`config.mk`:
```
export PLATFORM = sky130hd
export DESIGN_NAME = traffic_phase_sequencer
export DESIGN_NICKNAME = d
export VERILOG_FILES = /design/src/rtl/traffic_phase_sequencer_pkg.sv /design/src/rtl/traffic_phase_sequencer_tick_prescaler.sv /design/src/rtl/traffic_phase_sequencer.sv
export SDC_FILE = /design/constraint.sdc
export NUM_CORES = 1
export LEC_CHECK = 0
export BUFFER_PORTS_ARGS = -buffer_cell sky130_fd_sc_hd__buf_2
export CORE_UTILIZATION = 55
export CTS_CLUSTER_DIAMETER = 60
export DETAILED_ROUTE_END_ITERATION = 10
export GPL_TIMING_DRIVEN = 0
export PLACE_DENSITY = 0.84
export SYNTH_ARGS = -nofsm -noshare
export SYNTH_HDL_FRONTEND = slang
export SYNTH_SLANG_ARGS = --single-unit
```
`constraint.sdc`:
```
create_clock -name clk -period 2.5 [get_ports clk]
set_input_delay 0.125 -clock clk [delete_from_list [all_inputs] [get_ports clk]]
set_output_delay 0.125 -clock clk [all_outputs]
set_load 0.005 [all_outputs]
```
`src/rtl/traffic_phase_sequencer_pkg.sv`:
```
// Shared types and constants for the junction sequencer: phase codes, lamp patterns,
// display time width and the saturation helper used by both remaining-time outputs.
package traffic_phase_sequencer_pkg;

  typedef enum logic [2:0] {
    HW_GRN = 3'd0,
    HW_YEL = 3'd1,
    RED1   = 3'd2,
    CR_GRN = 3'd3,
    CR_YEL = 3'd4,
    RED2   = 3'd5,
    FLASH  = 3'd6
  } phase_e;

  localparam logic [2:0] LED_R   = 3'b100;
  localparam logic [2:0] LED_Y   = 3'b010;
  localparam logic [2:0] LED_G   = 3'b001;
  localparam logic [2:0] LED_OFF = 3'b000;

  localparam int TIME_W   = 7;
  localparam int TIME_MAX = 99;

  // Display decoders only handle two digits, so clamp the 9-bit sums.
  function automatic logic [TIME_W-1:0] sat_time(input logic [8:0] v);
    return (v > 9'(TIME_MAX)) ? TIME_W'(TIME_MAX) : v[TIME_W-1:0];
  endfunction

endpackage

```
`src/rtl/traffic_phase_sequencer_tick_prescaler.sv`:
```
// Divides the system clock down to the one-second tick; tick is high for the single
// cycle in which the prescaler sits at TICK_DIV-1.
module traffic_phase_sequencer_tick_prescaler #(
  parameter int TICK_DIV = 50_000_000
) (
  input  logic clk,
  input  logic rst,
  output logic tick
);

  localparam int PW = (TICK_DIV > 1) ? $clog2(TICK_DIV) : 1;

  logic [PW-1:0] presc_q, presc_d;

  assign tick = (presc_q == PW'(TICK_DIV - 1));

  always_comb begin
    presc_d = presc_q + PW'(1);
    if (tick) presc_d = '0;
  end

  always_ff @(posedge clk) begin
    if (rst) presc_q <= '0;
    else     presc_q <= presc_d;
  end

endmodule

```
`src/rtl/traffic_phase_sequencer.sv`:
```
// Highway / country-road junction sequencer: one FSM and one shared seconds countdown
// drive both lamp sets and both remaining-time displays, with CR demand and maint flash.
module traffic_phase_sequencer
  import traffic_phase_sequencer_pkg::*;
#(
  parameter int TICK_DIV     = 50_000_000,
  parameter int HW_GREEN_MIN = 20,
  parameter int CR_GREEN_MIN = 3,
  parameter int CR_GREEN_MAX = 10,
  parameter int YELLOW_T     = 3,
  parameter int ALL_RED_T    = 1
) (
  input  logic              clk,
  input  logic              rst,
  input  logic              sensor,
  input  logic              maint,
  output logic [2:0]        hw_led,
  output logic [2:0]        cr_led,
  output logic [TIME_W-1:0] hw_time,
  output logic [TIME_W-1:0] cr_time,
  output logic [2:0]        phase
);

  phase_e            state_q, state_d;
  logic [TIME_W-1:0] cnt_q, cnt_d, cnt_dec;
  logic              flash_q, flash_d;
  logic              sync1_q, sync1_d, sync2_q, sync2_d;
  logic              tick, sensor_s, cr_min_met;
  logic [8:0]        cnt9, hw_sum, cr_sum;

  traffic_phase_sequencer_tick_prescaler #(
    .TICK_DIV(TICK_DIV)
  ) u_prescaler (
    .clk (clk),
    .rst (rst),
    .tick(tick)
  );

  assign sensor_s   = sync2_q;
  assign cnt_dec    = (cnt_q == '0) ? '0 : cnt_q - TIME_W'(1);
  // Elapsed CR green (MAX - cnt) has reached the minimum.
  assign cr_min_met = ({1'b0, cnt_q} + 8'(CR_GREEN_MIN)) <= 8'(CR_GREEN_MAX);

  always_comb begin
    sync1_d = sensor;
    sync2_d = sync1_q;
  end

  always_comb begin
    state_d = state_q;
    cnt_d   = cnt_q;
    flash_d = flash_q;
    if (tick) begin
      cnt_d = cnt_dec;
      if (maint && state_q != FLASH) begin
        state_d = FLASH;
        cnt_d   = '0;
        flash_d = 1'b1;
      end else begin
        case (state_q)
          HW_GRN: begin
            if (cnt_q <= TIME_W'(1)) begin
              if (sensor_s) begin
                state_d = HW_YEL;
                cnt_d   = TIME_W'(YELLOW_T);
              end else begin
                cnt_d = '0;
              end
            end
          end
          HW_YEL: if (cnt_q == TIME_W'(1)) begin
            state_d = RED1;
            cnt_d   = TIME_W'(ALL_RED_T);
          end
          RED1: if (cnt_q == TIME_W'(1)) begin
            state_d = CR_GRN;
            cnt_d   = TIME_W'(CR_GREEN_MAX);
          end
          CR_GRN: if (cnt_q == TIME_W'(1) || (!sensor_s && cr_min_met)) begin
            state_d = CR_YEL;
            cnt_d   = TIME_W'(YELLOW_T);
          end
          CR_YEL: if (cnt_q == TIME_W'(1)) begin
            state_d = RED2;
            cnt_d   = TIME_W'(ALL_RED_T);
          end
          RED2: if (cnt_q == TIME_W'(1)) begin
            state_d = HW_GRN;
            cnt_d   = TIME_W'(HW_GREEN_MIN);
          end
          FLASH: begin
            if (!maint) begin
              state_d = RED2;
              cnt_d   = TIME_W'(ALL_RED_T);
            end else begin
              flash_d = !flash_q;
            end
          end
          default: begin
            state_d = RED2;
            cnt_d   = TIME_W'(ALL_RED_T);
          end
        endcase
      end
    end
  end

  always_ff @(posedge clk) begin
    if (rst) begin
      state_q <= HW_GRN;
      cnt_q   <= TIME_W'(HW_GREEN_MIN);
      flash_q <= 1'b0;
      sync1_q <= 1'b0;
      sync2_q <= 1'b0;
    end else begin
      state_q <= state_d;
      cnt_q   <= cnt_d;
      flash_q <= flash_d;
      sync1_q <= sync1_d;
      sync2_q <= sync2_d;
    end
  end

  // Remaining-time values are upper bounds: RED1 assumes CR green runs to its maximum.
  always_comb begin
    cnt9   = {2'b00, cnt_q};
    hw_led = LED_R;
    cr_led = LED_R;
    hw_sum = '0;
    cr_sum = '0;
    case (state_q)
      HW_GRN: begin
        hw_led = LED_G;
        hw_sum = cnt9;
        cr_sum = (cnt_q == '0) ? 9'd0 : cnt9 + 9'(YELLOW_T + ALL_RED_T);
      end
      HW_YEL: begin
        hw_led = LED_Y;
        hw_sum = cnt9 + 9'(ALL_RED_T);
        cr_sum = cnt9 + 9'(ALL_RED_T);
      end
      RED1: begin
        hw_sum = cnt9 + 9'(CR_GREEN_MAX + YELLOW_T + ALL_RED_T);
        cr_sum = cnt9;
      end
      CR_GRN: begin
        cr_led = LED_G;
        hw_sum = cnt9 + 9'(YELLOW_T + ALL_RED_T);
        cr_sum = cnt9;
      end
      CR_YEL: begin
        cr_led = LED_Y;
        hw_sum = cnt9 + 9'(ALL_RED_T);
        cr_sum = cnt9;
      end
      RED2: begin
        hw_sum = cnt9;
        cr_sum = cnt9 + 9'(HW_GREEN_MIN + YELLOW_T + ALL_RED_T);
      end
      FLASH: begin
        hw_led = flash_q ? LED_Y : LED_OFF;
        cr_led = flash_q ? LED_Y : LED_OFF;
      end
      default: ;
    endcase
    hw_time = sat_time(hw_sum);
    cr_time = sat_time(cr_sum);
  end

  assign phase = state_q;

endmodule

```
==> flow_metrics.py <==
metrics = {
    "yosys": {
        "synthFlopType": "dfxtp_1",
        "yosysWarnings": 0,
        "synth-async-reset-ratio": 0,
        "ys_ff_latch": 39,
        "yosysMostFrequentCell": "nor2_1",
        "synth_edf_count": 0,
        "synth_largest_area_cell": "dfxtp_1",
        "ys_types": 68,
        "synth_cells": 488,
        "seq_area_frac_synth": 0.224,
        "synth.area.top_cells": "dfxtp_1, nor2_1, nand2_1",
        "synth_top_area_share": 0.224,
        "syn-num-nets": 506,
        "synthTopCellsByCount": "nor2_1, nand2_1, dfxtp_1",
        "synth.cell_area_um2": 3480,
        "avgSynthCellArea_um2": 7.14,
    },
    "die": {
        "initial_utilization": 0.578,
        "row_count": 28,
        "die_h_um": 81.6,
        "ios": 27,
        "dieWidth_um": 81.6,
        "coreArea_um2": 6030,
        "dieArea_um2": 6650,
    },
    "worst_setup_path": {
        "crit_family": "compound AO/OA/AOI/OAI gates",
        "critPathBufInv": 3,
        "critPathMaxFanout": 5,
        "crit_slowest_cell": "or4_1",
        "path_cells": "clkbuf_16, inv_8, ha_4, a21boi_4, or4_1, o211ai_1, a22oi_2, a311o_1, o2111ai_1, buf_2",
        "crit_path_end_kind": "primary output",
        "critPathLaunchType": "flip-flop",
        "cp.required_ns": 2.38,
        "setup.worst_path.class": "flip-flop to primary output",
        "slowest_delay_ns": 0.48,
        "critPathArrivalTime_ns": 2.64,
    },
    "layout": {
        "final_util": 0.732,
        "n_antenna_cell": 0,
        "fill_cells": 500,
        "drive_above_1_share": 0.266,
        "nets": 563,
        "syn2layout_area_growth_pct": 26.7,
    },
    "timing": {
        "finalCritPeriodShare": 1.10,
        "max_slew_margin": 0.568,
        "worst_pin_slew_ns": 0.648,
        "skew_ns": 0.0103,
        "rsz0062_at_grt": "true",
        "finalSetupTns_ns": -2.07,
        "setup_ws_ns": -0.261,
        "whs_ns": 0.0742,
        "fin_crit_ns": 2.76,
        "achievable-frequency_mhz": 362,
        "report.final.slew_viol_count": 0,
        "setup-violations-final": 17,
        "hold_viol_final": 0,
    },
    "routing": {
        "firstDrtPassIters": 5,
        "dr.first_iter.drc_count": 443,
        "drcViolationCount": 0,
        "ant_nets": 0,
        "routed_wl_mm": 12.7,
        "avgRoutedWirePerCell_um": 20.4,
        "viasPerCell": 6.78,
        "vias": 4212,
    },
    "placed_design": {
        "place_hpwl_mm": 8.96,
        "pre_cts_ws_ns": -0.701,
        "gp_congestion": 0.941,
        "place.port_buffers": 26,
    },
    "grt": {
        "overflow": 0,
        "grt_usage": 0.395,
        "grt_pass1_wl_mm": 19.6,
        "antenna_found_initial": 0,
        "grt_max_degree": 13,
        "grt_pass1_vias": 3863,
    },
    "clock_network": {
        "cts_tree": "yes",
        "postCtsHoldBufs": 0,
        "cts_root_buf": "clkbuf_8",
        "cts_buffers": 5,
        "cts.sinks": 39,
        "clock_latency_ns": 0.31,
        "htreeDepth": 2,
        "clock_path_buffers": 2,
        "clkSlewWorstSetupHoldPaths_ns": 0.09,
    },
    "worst_hold_path": {
        "hp-class": "input pin to flip-flop",
    },
    "outcome": {
        "violations": "negative setup slack",
        "status": "finished, violations left",
    },
    "power_and_ir_drop": {
        "pwr_density_cell_nw_per_um2": 252,
        "leakage_uw": 0.00160,
        "vdd_drop_max_mv": 0.270,
        "power_uw": 1110,
    },
    "flow_run": {
        "drv_cap": 0,
    },
}
==> cell type report <==
cell class	instances	area [um2]	share of cell area
clock inverters	2	12.5	0.00284
multi-input cells	399	2770	0.627
flip-flops and latches	39	797	0.181
plain buffers	28	221	0.0502
well taps	75	93.8	0.0213
repair buffers	54	359	0.0814
inverters	18	87.6	0.0199
clock buffers	6	72.6	0.0165
==> cell families after synthesis <==
logic type | Yosys count | synth area share
and+or+nand+nor | 212 | 0.306
buffers and inverters | 50 | 0.0575
DFF | 39 | 0.224
adders and majority gates | 14 | 0.0503
xor gates and xnor gates | 31 | 0.0780
AOI/OAI and AO/OA | 139 | 0.276
muxes | 3 | 0.00862
==> what timing repair did <==
item / CTS / global route
setup endpoints to repair: 34 / 24
pin swaps: 22 / 21
setup buffers: 22 / 6
resized for setup: 88 / 36
==> where the power goes <==
group / switching [uW] / total, uW / internal (uW)
combinational: 31.0 / 45.2 / 14.2
clock: 244 / 439 / 195
sequential: 4.82 / 627 / 622
total: 280 / 1110 / 831
==> cell usage in the layout, fill, tap and decap left out, drive strengths merged, types with 3 or more instances in the layout <==
cell / n
nor2: 60
nor2b: 8
and3: 3
clkbuf: 26
or4: 5
buf: 62
a31o: 3
inv: 15
or3: 13
clkinv: 3
o2111ai: 5
a22oi: 4
nand2: 52
a21oi: 30
a31oi: 4
xor2: 13
and2: 8
a21o: 3
nor3: 14
or2: 4
o21ai: 33
nor4b: 3
a211oi: 12
o22ai: 3
dfxtp: 39
nand2b: 7
nand4: 8
mux2i: 3
xnor2: 18
nand3: 15
a311o: 3
ha: 14
o211ai: 7
==> registers in the layout (all words and copies together) (netlist names) <==
name,cells
phase,3
sensor_s,1
u_prescaler.presc_q,26
flash_q,1
sync1_q,1
cnt_q,7
==> final timing paths <==
check	cells after the start	slack [ns]	startpoint	end
hold reg to reg	1	0.44	sync1_q$_SDFF_PP0_	sensor_s$_SDFF_PP0_
hold / removal	2	0.07	sensor	sync1_q$_SDFF_PP0_
setup reg to reg	11	-0.12	cnt_q[1]$_SDFFE_PP0P_	cnt_q[4]$_SDFFE_PP1P_
setup / recovery	10	-0.26	cnt_q[2]$_SDFFE_PP1P_	hw_time[1]
==> through the flow <==
stage	area, um2	std cells
2_1_floorplan	3490	488
3_3_place_gp	3710	589
3_5_place_dp	3710	589
4_1_cts	4250	616
5_1_grt	4410	621
6_report	4410	621
==> layer usage <==
| metal | routed length (um) | global-route usage | vias to the layer above |
|---|---|---|---|
| met3 | 1050 | 0.0878 | 83 |
| met5 | 0 | 0 | - |
| met4 | 731 | 0.233 | 0 |
| met1 | 4990 | 0.458 | 1968 |
| met2 | 5920 | 0.663 | 269 |
| li1 | - | - | 1892 |
No activity file was read; power rests on OpenSTA's default activity.
